==> src/rtl/fifo_status_monitor.sv <==
// Occupancy, sticky error and watermark flag tracker for the five QoS FIFOs
// (MF, VC0, VC1, D0, D1); all outputs registered one cycle after the strobes.
module fifo_status_monitor #(
  parameter int DEPTH = 8,
  parameter int CW    = 4
) (
  input  logic            clk,
  input  logic            reset,
  input  logic            init,
  input  logic [5*CW-1:0] umbral_af,
  input  logic [5*CW-1:0] umbral_ae,
  input  logic [4:0]      push,
  input  logic [4:0]      pop,
  output logic [4:0]      fifo_empties,
  output logic [4:0]      fifo_errors,
  output logic [4:0]      almost_full,
  output logic [4:0]      almost_empty,
  output logic [5*CW-1:0] count
);

  localparam int N = 5;
  localparam logic [CW-1:0] DEPTH_C = CW'(DEPTH);
  localparam logic [CW-1:0] ONE_C   = CW'(1);
  localparam logic [CW-1:0] AF_RST  = CW'(DEPTH - 1);
  localparam logic [CW-1:0] AE_RST  = CW'(1);

  logic [N-1:0][CW-1:0] cnt_q, cnt_d;
  logic [N-1:0][CW-1:0] af_q, ae_q;
  logic [N-1:0]         err_d, ne_d, af_d, ae_d;

  always_comb begin
    cnt_d = cnt_q;
    err_d = '0;
    ne_d  = '0;
    af_d  = '0;
    ae_d  = '0;
    for (int unsigned i = 0; i < N; i++) begin
      unique case ({push[i], pop[i]})
        2'b10: begin
          if (cnt_q[i] == DEPTH_C) err_d[i] = 1'b1;
          else                     cnt_d[i] = cnt_q[i] + ONE_C;
        end
        2'b01: begin
          if (cnt_q[i] == '0) err_d[i] = 1'b1;
          else                cnt_d[i] = cnt_q[i] - ONE_C;
        end
        2'b11: begin
          // On empty the push lands but the pop underflows.
          if (cnt_q[i] == '0) begin
            cnt_d[i] = ONE_C;
            err_d[i] = 1'b1;
          end
        end
        default: ;
      endcase
      ne_d[i] = (cnt_d[i] != '0);
      af_d[i] = (cnt_d[i] >= af_q[i]);
      ae_d[i] = (cnt_d[i] <= ae_q[i]);
    end
  end

  always_ff @(posedge clk) begin
    if (!reset) begin
      cnt_q        <= '0;
      af_q         <= {N{AF_RST}};
      ae_q         <= {N{AE_RST}};
      fifo_empties <= '0;
      fifo_errors  <= '0;
      almost_full  <= '0;
      almost_empty <= '1;
    end else begin
      cnt_q        <= cnt_d;
      fifo_empties <= ne_d;
      fifo_errors  <= fifo_errors | err_d;
      almost_full  <= af_d;
      almost_empty <= ae_d;
      if (init) begin
        af_q <= umbral_af;
        ae_q <= umbral_ae;
      end
    end
  end

  assign count = cnt_q;

endmodule

==> config.mk <==
export PLATFORM = sky130hd
export DESIGN_NAME = fifo_status_monitor
export DESIGN_NICKNAME = d
export VERILOG_FILES = /design/src/rtl/fifo_status_monitor.sv
export SDC_FILE = /design/constraint.sdc
export NUM_CORES = 1
export LEC_CHECK = 0
export CORE_MARGIN = 1.5
export CORE_UTILIZATION = 25
export DETAILED_ROUTE_END_ITERATION = 8
export GPL_ROUTABILITY_DRIVEN = 0
export PLACE_DENSITY = 0.5
export SKIP_LAST_GASP = 1
export SLEW_MARGIN = 25
export SYNTH_ARGS = -nofsm -noshare
export SYNTH_HDL_FRONTEND = slang
export SYNTH_SLANG_ARGS = --single-unit
==> constraint.sdc <==
create_clock -name clk -period 4.05 [get_ports clk]
set_input_delay 1.215 -clock clk [delete_from_list [all_inputs] [get_ports clk]]
set_output_delay 1.215 -clock clk [all_outputs]
set_load 0.03 [all_outputs]
== After elaboration in Yosys (flattened, before gate mapping) ==
Cells that the tools add are included.

* Logic and storage cells: 110
* Flip-flop bits (word level): 80
* Output and inout port bits: 40

* $add $sub $neg: 10
* $lt $le $gt $ge: 10
* Muxes and demuxes: 35
* Bitwise gates (word level): 1
* Equal/unequal tests: 20
* Reductions and logical operators: 15

{| class="wikitable"
|+ Operator list
! kind !! number
|-
| $mux W4 || 15
|-
| $pmux W4 S3 || 5
|-
| $add A4 B1 Y4 const B || 5
|-
| $eq A2 B2 Y1 const B || 10
|-
| $eq A4 B4 Y1 const B || 5
|-
| $ge A4 B4 Y1 || 5
|-
| $le A4 B4 Y1 || 5
|-
| $logic_not A4 Y1 || 5
|-
| $reduce_bool A4 Y1 || 5
|-
| $sub A4 B1 Y4 const B || 5
|-
| $eq A2 B1 Y1 const B || 5
|-
| $mux W1 || 10
|-
| $pmux W1 S2 || 5
|-
| $reduce_or A2 Y1 || 5
|-
| $or A5 B5 Y5 || 1
|}

== Logic depth before layout (Yosys ltp) ==
Gate-level depths: netlist (run 1).

* Word-level depth: 4
* Mapped depth: 15
* Depth with buffers taken out: 15

== Worst setup path after synthesis (run 1) ==
OpenSTA, ideal clock, no wires.

* Kind: flip-flop to flip-flop
* Start: register cnt_q (netlist bit count[5])
* End: register almost_full[1]
* Data required time: 3.922 ns
* Cell stages (with the launch flop): 15
* Path buffers: 0
* Slack: 0.899 ns
* Arrival time: 3.024 ns
* Cells stage by stage: dfxtp_1 -> inv_1 -> ha_1 -> or3b_2 -> ha_1 -> and2_1 -> o32a_1 -> o21ai_0 -> inv_1 -> ha_1 -> nand2b_1 -> a21o_1 -> a21o_1 -> a21oi_1 -> nor2_1

* Longest elaborated chain between the ends: 4
* Elaborated cells between the ends (all ways): 9
* Classes of those cells: add/sub: 2; order compare: 1; eq/ne: 1; mux: 4; reduce/logical: 1

{| class="wikitable"
|+ RTL lines
! element !! line !! RTL
|-
| from (decl) || 27 || <nowiki>logic [N-1:0][CW-1:0] cnt_q, cnt_d;</nowiki>
|-
| from (signal assigned) || 72 || <nowiki>cnt_q <= cnt_d;</nowiki>
|-
| $sub A4 B1 Y4 (tied with other cells) || 45 || <nowiki>else cnt_d[i] = cnt_q[i] - ONE_C;</nowiki>
|-
| $mux W4, on equally long branches || 44, 40, 49 ||
|-
| $pmux W4 S3 (*) || 38 || <nowiki>unique case ({push[i], pop[i]})</nowiki>
|-
| $ge A4 B4 Y1 (*) || 57 || <nowiki>af_d[i] = (cnt_d[i] >= af_q[i]);</nowiki>
|-
| to (signal assigned) || 69 || <nowiki>almost_full <= '0;</nowiki>
|-
| to (signal assigned) || 75 || <nowiki>almost_full <= af_d;</nowiki>
|-
| to (decl) || 16 || <nowiki>output logic [4:0] almost_full,</nowiki>
|}

Every way passes the cells marked *; elsewhere a longest branch is shown, timed or not.
A chain may end at the register's enable or synchronous reset.

==> results of run 1 <==
-- power breakdown --
group / leakage, uW / internal [uW] / switching (uW)
combinational: 0.00190 / 439 / 504
sequential: 0.000662 / 876 / 65.4
clock: 0.000146 / 493 / 333
-- metal layers --
metal | up-vias | GRT usage (%) | part of all wire, %
met2 | 75 | 18.9 | 45
met3 | 19 | 2.94 | 4.2
li1 | 2059 | - | -
met1 | 1828 | 15.2 | 48
met5 | - | 0 | 0.15
met4 | 2 | 6.20 | 2.5
-- logic make-up (layout without fill, tap and decap cells) --
| group | count (synthesis) | after routing | synth area share [%] |
|---|---|---|---|
| other | 0 | 1 | 0 |
| AND/OR/NAND/NOR | 173 | 173 | 19.0 |
| AO/OA/AOI/OAI | 108 | 108 | 16.3 |
| multiplexers | 40 | 40 | 8.57 |
| buffers and inverters | 85 | 171 | 7.03 |
| flip-flops | 80 | 80 | 34.0 |
| adder cells (fa/ha/maj) | 55 | 55 | 14.6 |
| XOR/XNOR | 3 | 3 | 0.557 |
-- cell usage in the layout (no fill, tap or decap), types with 3 or more instances in the layout --
master | synthesis | routed
clkdlybuf4s50_1 | 0 | 91
dfxtp_1 | 80 | 80
inv_1 | 57 | 57
ha_1 | 55 | 55
nor2_1 | 50 | 50
nand2_1 | 41 | 41
mux2i_1 | 37 | 37
a21oi_1 | 17 | 17
o21ai_0 | 15 | 15
a21o_1 | 12 | 12
nand2b_1 | 12 | 12
o21a_1 | 11 | 11
o211ai_1 | 11 | 11
and2_1 | 11 | 11
nor2b_1 | 10 | 10
nand3_1 | 9 | 9
clkbuf_16 | 0 | 9
or3_1 | 6 | 6
a31oi_1 | 6 | 6
a211oi_1 | 6 | 6
nand3b_1 | 5 | 5
nor3_1 | 5 | 5
a41oi_1 | 5 | 5
buf_4 | 0 | 5
o22ai_1 | 4 | 4
a2111oi_0 | 3 | 3
nor4_1 | 3 | 3
xnor2_1 | 3 | 3
mux2_2 | 3 | 3
nand4b_1 | 3 | 3
o41a_1 | 3 | 3
-- metrics by stage --
stage	hold WS [ns]	setup WS [ns]	std cells	util (%)
final	0.474	0.598	865	33.1
after global routing	0.499	0.407	864	33.1
after CTS	0.486	0.595	864	33.1
after detailed placement	0.461	0.248	848	31.5
after global placement	0.457	0.249	848	31.5
after floorplan	0.446	0.899	544	-
-- cell type report --
| cell class | count | area share, % |
|---|---|---|
| Antenna cell | 1 | 0.0407 |
| Clock buffer | 11 | 3.95 |
| Clock inverter | 5 | 0.916 |
| Inverter | 58 | 3.54 |
| Multi-Input combinational cell | 379 | 45.2 |
| Sequential cell | 80 | 26.0 |
| Tap cell | 234 | 4.76 |
| Timing Repair Buffer | 97 | 15.5 |
-- state kept, by name, indices dropped and copies added, names as in the netlist --
signal        cells
fifo_empties      5
ae_q             20
af_q             20
almost_full       5
fifo_errors       5
almost_empty      5
count            20
-- worst max path at each step --
stage,end,slack (ns),cells after the start
global route,almost_empty[4],0.41,11
finish,almost_full[4],0.60,11
global placement,almost_full[0],0.25,10
CTS,almost_empty[4],0.60,11
floorplan,almost_full[1],0.90,14
detailed placement,almost_empty[4],0.25,11
-- worst min-delay path: cells and delay by family, from the launching register on --
| kind | cells | cell delay, ns |
|---|---|---|
| AO/OA/AOI/OAI | 1 | 0.04 |
| AND/OR/NAND/NOR | 1 | 0.07 |
| flip-flops | 1 | 0.33 |
==> impl_metrics.toml, run 1 <==
[floorplan]
rows = 50
ios = 93
dieArea_um2 = 19700
die_x_um = 140
core_um2 = 18600
start_util_pct = 25.4
die_y_um = 140

[run_status]
status = "finished, final reports clean"

[detailed_routing]
routed_via_density = 4.60
drtIter0Drc = 83
wire_per_inst_um = 13.2
routed_wl_mm = 11.4
remaining_drc_errors = 0
vias = 3983
final_antenna_net_count = 0
dr.pass1.iters = 4

[timing]
fmax_mhz = 290
maxSlewViolCount = 0
fin_crit_sh_pct = 85.2
skew_ns = 0.00602
setup_viol = 0
rsz0062_at_grt = "false"
setup_tns_ns = 0
period_needed_ns = 3.45
worst_pin_slew_ns = 0.726
finalHoldViolations = 0
relSlewSlack_pct = 51.6

[setup_path]
r2r_end = "almost_full[1]"
cp_slowest_cell = "clkdlybuf4s50_1"
max_stage_delay_ns = 0.63
cp_num_buf_inv = 3
timing_worst_setup_path_type = "input pin to register"
end_kind = "register"
crit_chain = "clkdlybuf4s50_1 > inv_1 > a21oi_1 > o2bb2ai_1 > a211oi_1 > inv_1 > ha_1 > a21o_1 > a21o_1 > a21oi_1 > nor2_1"
rr_startpoint = "count[4]"
critPathMaxFanout = 8
crit_family = "compound AO/OA/AOI/OAI gates"
critPathLaunch = "pop[4]"
arrival_ns = 3.66
cp.required_ns = 4.26
start_kind = "input pin"
reg2reg_depth = 14
ff2ff_setup_slack_ns = 0.81

[clocking]
root_buffer = "clkbuf_16"
cts-buffers-inserted = 9
ctsResizeCount = 0
clk_pin_slew_worst_paths_ns = 0.06
cts_tree = "yes"
cts-hold-fix-buffers = 0
h-tree-depth = 3
clockBufferDepth = 2
clock-sinks = 80
post-cts-setup-buffers = 0
insertion_delay_ns = 0.35

[cells_and_area]
drive_above_1_share_pct = 5.24
multiInputGateArea_um2 = 2780
final_area_um2 = 6150
seqCellArea_um2 = 1600
nFillCells = 1922
areaGrowthSynthToFinish_pct = 30.4
fin_nets = 733

[yosys]
synth_top_area_share_pct = 34.0
syn_area_per_cell_um2 = 8.67
ys_seq_area_share_pct = 34.0
synth_common_cells = "dfxtp_1 (80), inv_1 (57), ha_1 (55)"
synth_largest_area_cell = "dfxtp_1"
synth_cells = 544
yosysWarningCount = 0
yosysMostFrequentCell = "dfxtp_1"
synth_area_um2 = 4720
synthTopCellsByArea = "dfxtp_1 (34%), ha_1 (15%), mux2i_1 (7.9%)"
synth_ff_type = "dfxtp_1"
synth-edff-count = 0
synth_nets = 652
post_synth_num_cell_types = 56
ys_ff_latch = 80
async_flop_share_pct = 0

[global_route]
grt.total_usage_pct = 12.0
grt_pass1_vias = 3933
antenna_found_initial = 2
grt_max_degree = 51
gr-total-overflow = 0
grt_pass1_wl_mm = 19.0

[power_and_ir_drop]
peakVddDrop_mv = 0.190
p_per_area_nw_per_um2 = 441
total_power_uw = 2710
p_leak_uw = 0.00271

[flow_run]
drv_cap = 0

[place]
placed_area_um2 = 5850
dp_hpwl_mm = 8.34
port_buffers = 92

[worst_hold_path]
holdPathStages = 2
hold_end = "fifo_errors[1]"
hp-class = "register to register"
min_from = "fifo_errors[1]"
(Power assumes the default switching activity.)
==> run 2, diff against run 1 <==
- clock period: 4.05 -> 3.7 ns (I/O delays scaled with it)
==> run 2 against run 1 <==
Effect of this change: global-route usage up 0.19 points; cell count increased by 0.69%; sequential share of layout area down 0.37 points; count of clock-buffer cells in the layout rose by 1; register-to-register slack worse by 0.36 ns; power increased by 13%; worst hold slack got worse by 0.0044 ns; clock power is 18% higher; wire length increased by 1.9%.
==> impl_metrics.toml, run 2 (synthesis results as in run 1) <==
[setup_path]
cp_num_buf_inv = 2
max_stage_delay_ns = 0.66
end_kind = "register"
rr_startpoint = "count[4]"
cp.required_ns = 3.93
critPathMaxFanout = 10
reg2reg_depth = 14
crit_chain = "clkdlybuf4s50_1 > mux2_2 > mux2i_1 > inv_1 > ha_1 > nand2b_1 > a21o_1 > a21o_1 > a21oi_1 > nor2_1"
arrival_ns = 3.50
r2r_end = "almost_full[1]"
cpMostUsedCell = "a21o_1"
cp_slowest_cell = "clkdlybuf4s50_1"
crit_family = "buffers and inverters"
timing_worst_setup_path_type = "input pin to register"
start_kind = "input pin"
ff2ff_setup_slack_ns = 0.45

[timing]
maxSlewViolCount = 0
worst_pin_slew_ns = 0.750
rsz0062_at_grt = "false"
skew_ns = 0.00609
fmax_mhz = 306
relSlewSlack_pct = 50.0
finalHoldViolations = 0
fin_crit_sh_pct = 88.4
setup_viol = 0
hold-worst-slack_ns = 0.470
setup_tns_ns = 0
period_needed_ns = 3.27

[worst_hold_path]
hp-class = "register to register"
holdPathStages = 2
min_from = "fifo_errors[3]"
hold_end = "fifo_errors[3]"

[cells_and_area]
mostFrequentLayoutCells = "clkdlybuf4s50_1 (91), dfxtp_1 (80), inv_1 (57), ha_1 (55), nor2_1 (50)"
multiInputGateArea_um2 = 2780
fin_nets = 740
seqCellArea_um2 = 1600
areaGrowthSynthToFinish_pct = 32.3
layoutNonFillerInstCount = 871
nFillCells = 1915
drive_above_1_share_pct = 6.13
fin_util_pct = 33.6
final_common_cell = "clkdlybuf4s50_1"
final_area_um2 = 6240

[flow_run]
drv_cap = 0

[detailed_routing]
dr.pass1.iters = 4
remaining_drc_errors = 0
wire_per_inst_um = 13.3
vias = 3968
drtIter0Drc = 130
routed_via_density = 4.56
routed_wl_mm = 11.6
final_antenna_net_count = 0

[power_and_ir_drop]
p_per_area_nw_per_um2 = 489
internal-power_uw = 2070
p_clk_share_pct = 32.0
p_leak_uw = 0.00276
power_switching_uw = 977
seq_power_share_pct = 33.8
peakVddDrop_mv = 0.223
combPwrFrac_pct = 34.1
swShare_pct = 32.0

[global_route]
grt.total_usage_pct = 12.2
grt_pass1_vias = 3887
antenna_found_initial = 2
grt_max_degree = 51
gr-total-overflow = 0
grt_pass1_wl_mm = 19.1

[clocking]
ctsResizeCount = 0
cts-hold-fix-buffers = 0
cts-buffers-inserted = 9
root_buffer = "clkbuf_16"
h-tree-depth = 3
clk_pin_slew_worst_paths_ns = 0.06
post-cts-setup-buffers = 0
insertion_delay_ns = 0.35
clock-sinks = 80
cts_tree = "yes"
clockBufferDepth = 2

[floorplan]
rows = 50
die_x_um = 140
core_um2 = 18600
ios = 93
dieArea_um2 = 19700
start_util_pct = 25.4
die_y_um = 140

[place]
placed_area_um2 = 5910
post-place-cells = 855
port_buffers = 92
dp_hpwl_mm = 8.56

[run_status]
status = "finished, final reports clean"
[run 2: per-stage QoR]
| step | total power [uW] | setup WS (ns) |
|---|---|---|
| 2_1_floorplan | 1740 | 0.549 |
| 3_3_place_gp | 2070 | 0.0945 |
| 3_5_place_dp | 2100 | 0.0809 |
| 4_1_cts | 3100 | 0.448 |
| 5_1_grt | 3250 | 0.232 |
| 6_report | 3050 | 0.430 |
[run 2: worst reg2reg max path: cells and delay by family (launching register included)]
family	cells	cell delay (ns)
AND/OR/NAND/NOR	4	0.85
AO/OA/AOI/OAI	5	0.86
buffers and inverters	2	0.23
adder cells (fa/ha/maj)	3	0.84
flip-flops	1	0.38
[run 2: power by group through the flow]
stage,Sequential (uW),Clock [uW],Combinational [uW]
after floorplan,1170,0,573
after global placement,1050,0,1020
after detailed placement,1050,0,1050
after CTS,1030,1020,1050
after global routing,1050,1040,1170
final,1030,976,1040
[run 2: cell type report]
class                      count  area share, %
antenna                        1         0.0401
clock inverter                 3           1.04
inverter                      58           3.49
tap                          234           4.69
clock buffer                  12           4.11
sequential                    80           25.7
timing repair buffer         104           16.3
multi-input combinational    379           44.6
[run 2: metal layers]
metal  track usage (%)  vias up  share of wire, %
met5                 0        -             0.095
met1              15.4     1815                48
met3              3.11       14               4.5
met4              6.09        2               1.9
met2              19.3       60                45
li1                  -     2077                 -
[run 2: worst max path at each step]
stage	start	endpoint	depth (start not counted)	slack, ns
after global placement	pop[2]	almost_full[2]	12	0.09
after CTS	push[3]	almost_full[3]	10	0.45
final	push[3]	almost_full[3]	10	0.43
after global routing	count[4]	almost_full[1]	14	0.23
after floorplan	count[5]	almost_full[1]	14	0.55
after detailed placement	push[3]	almost_full[3]	10	0.08
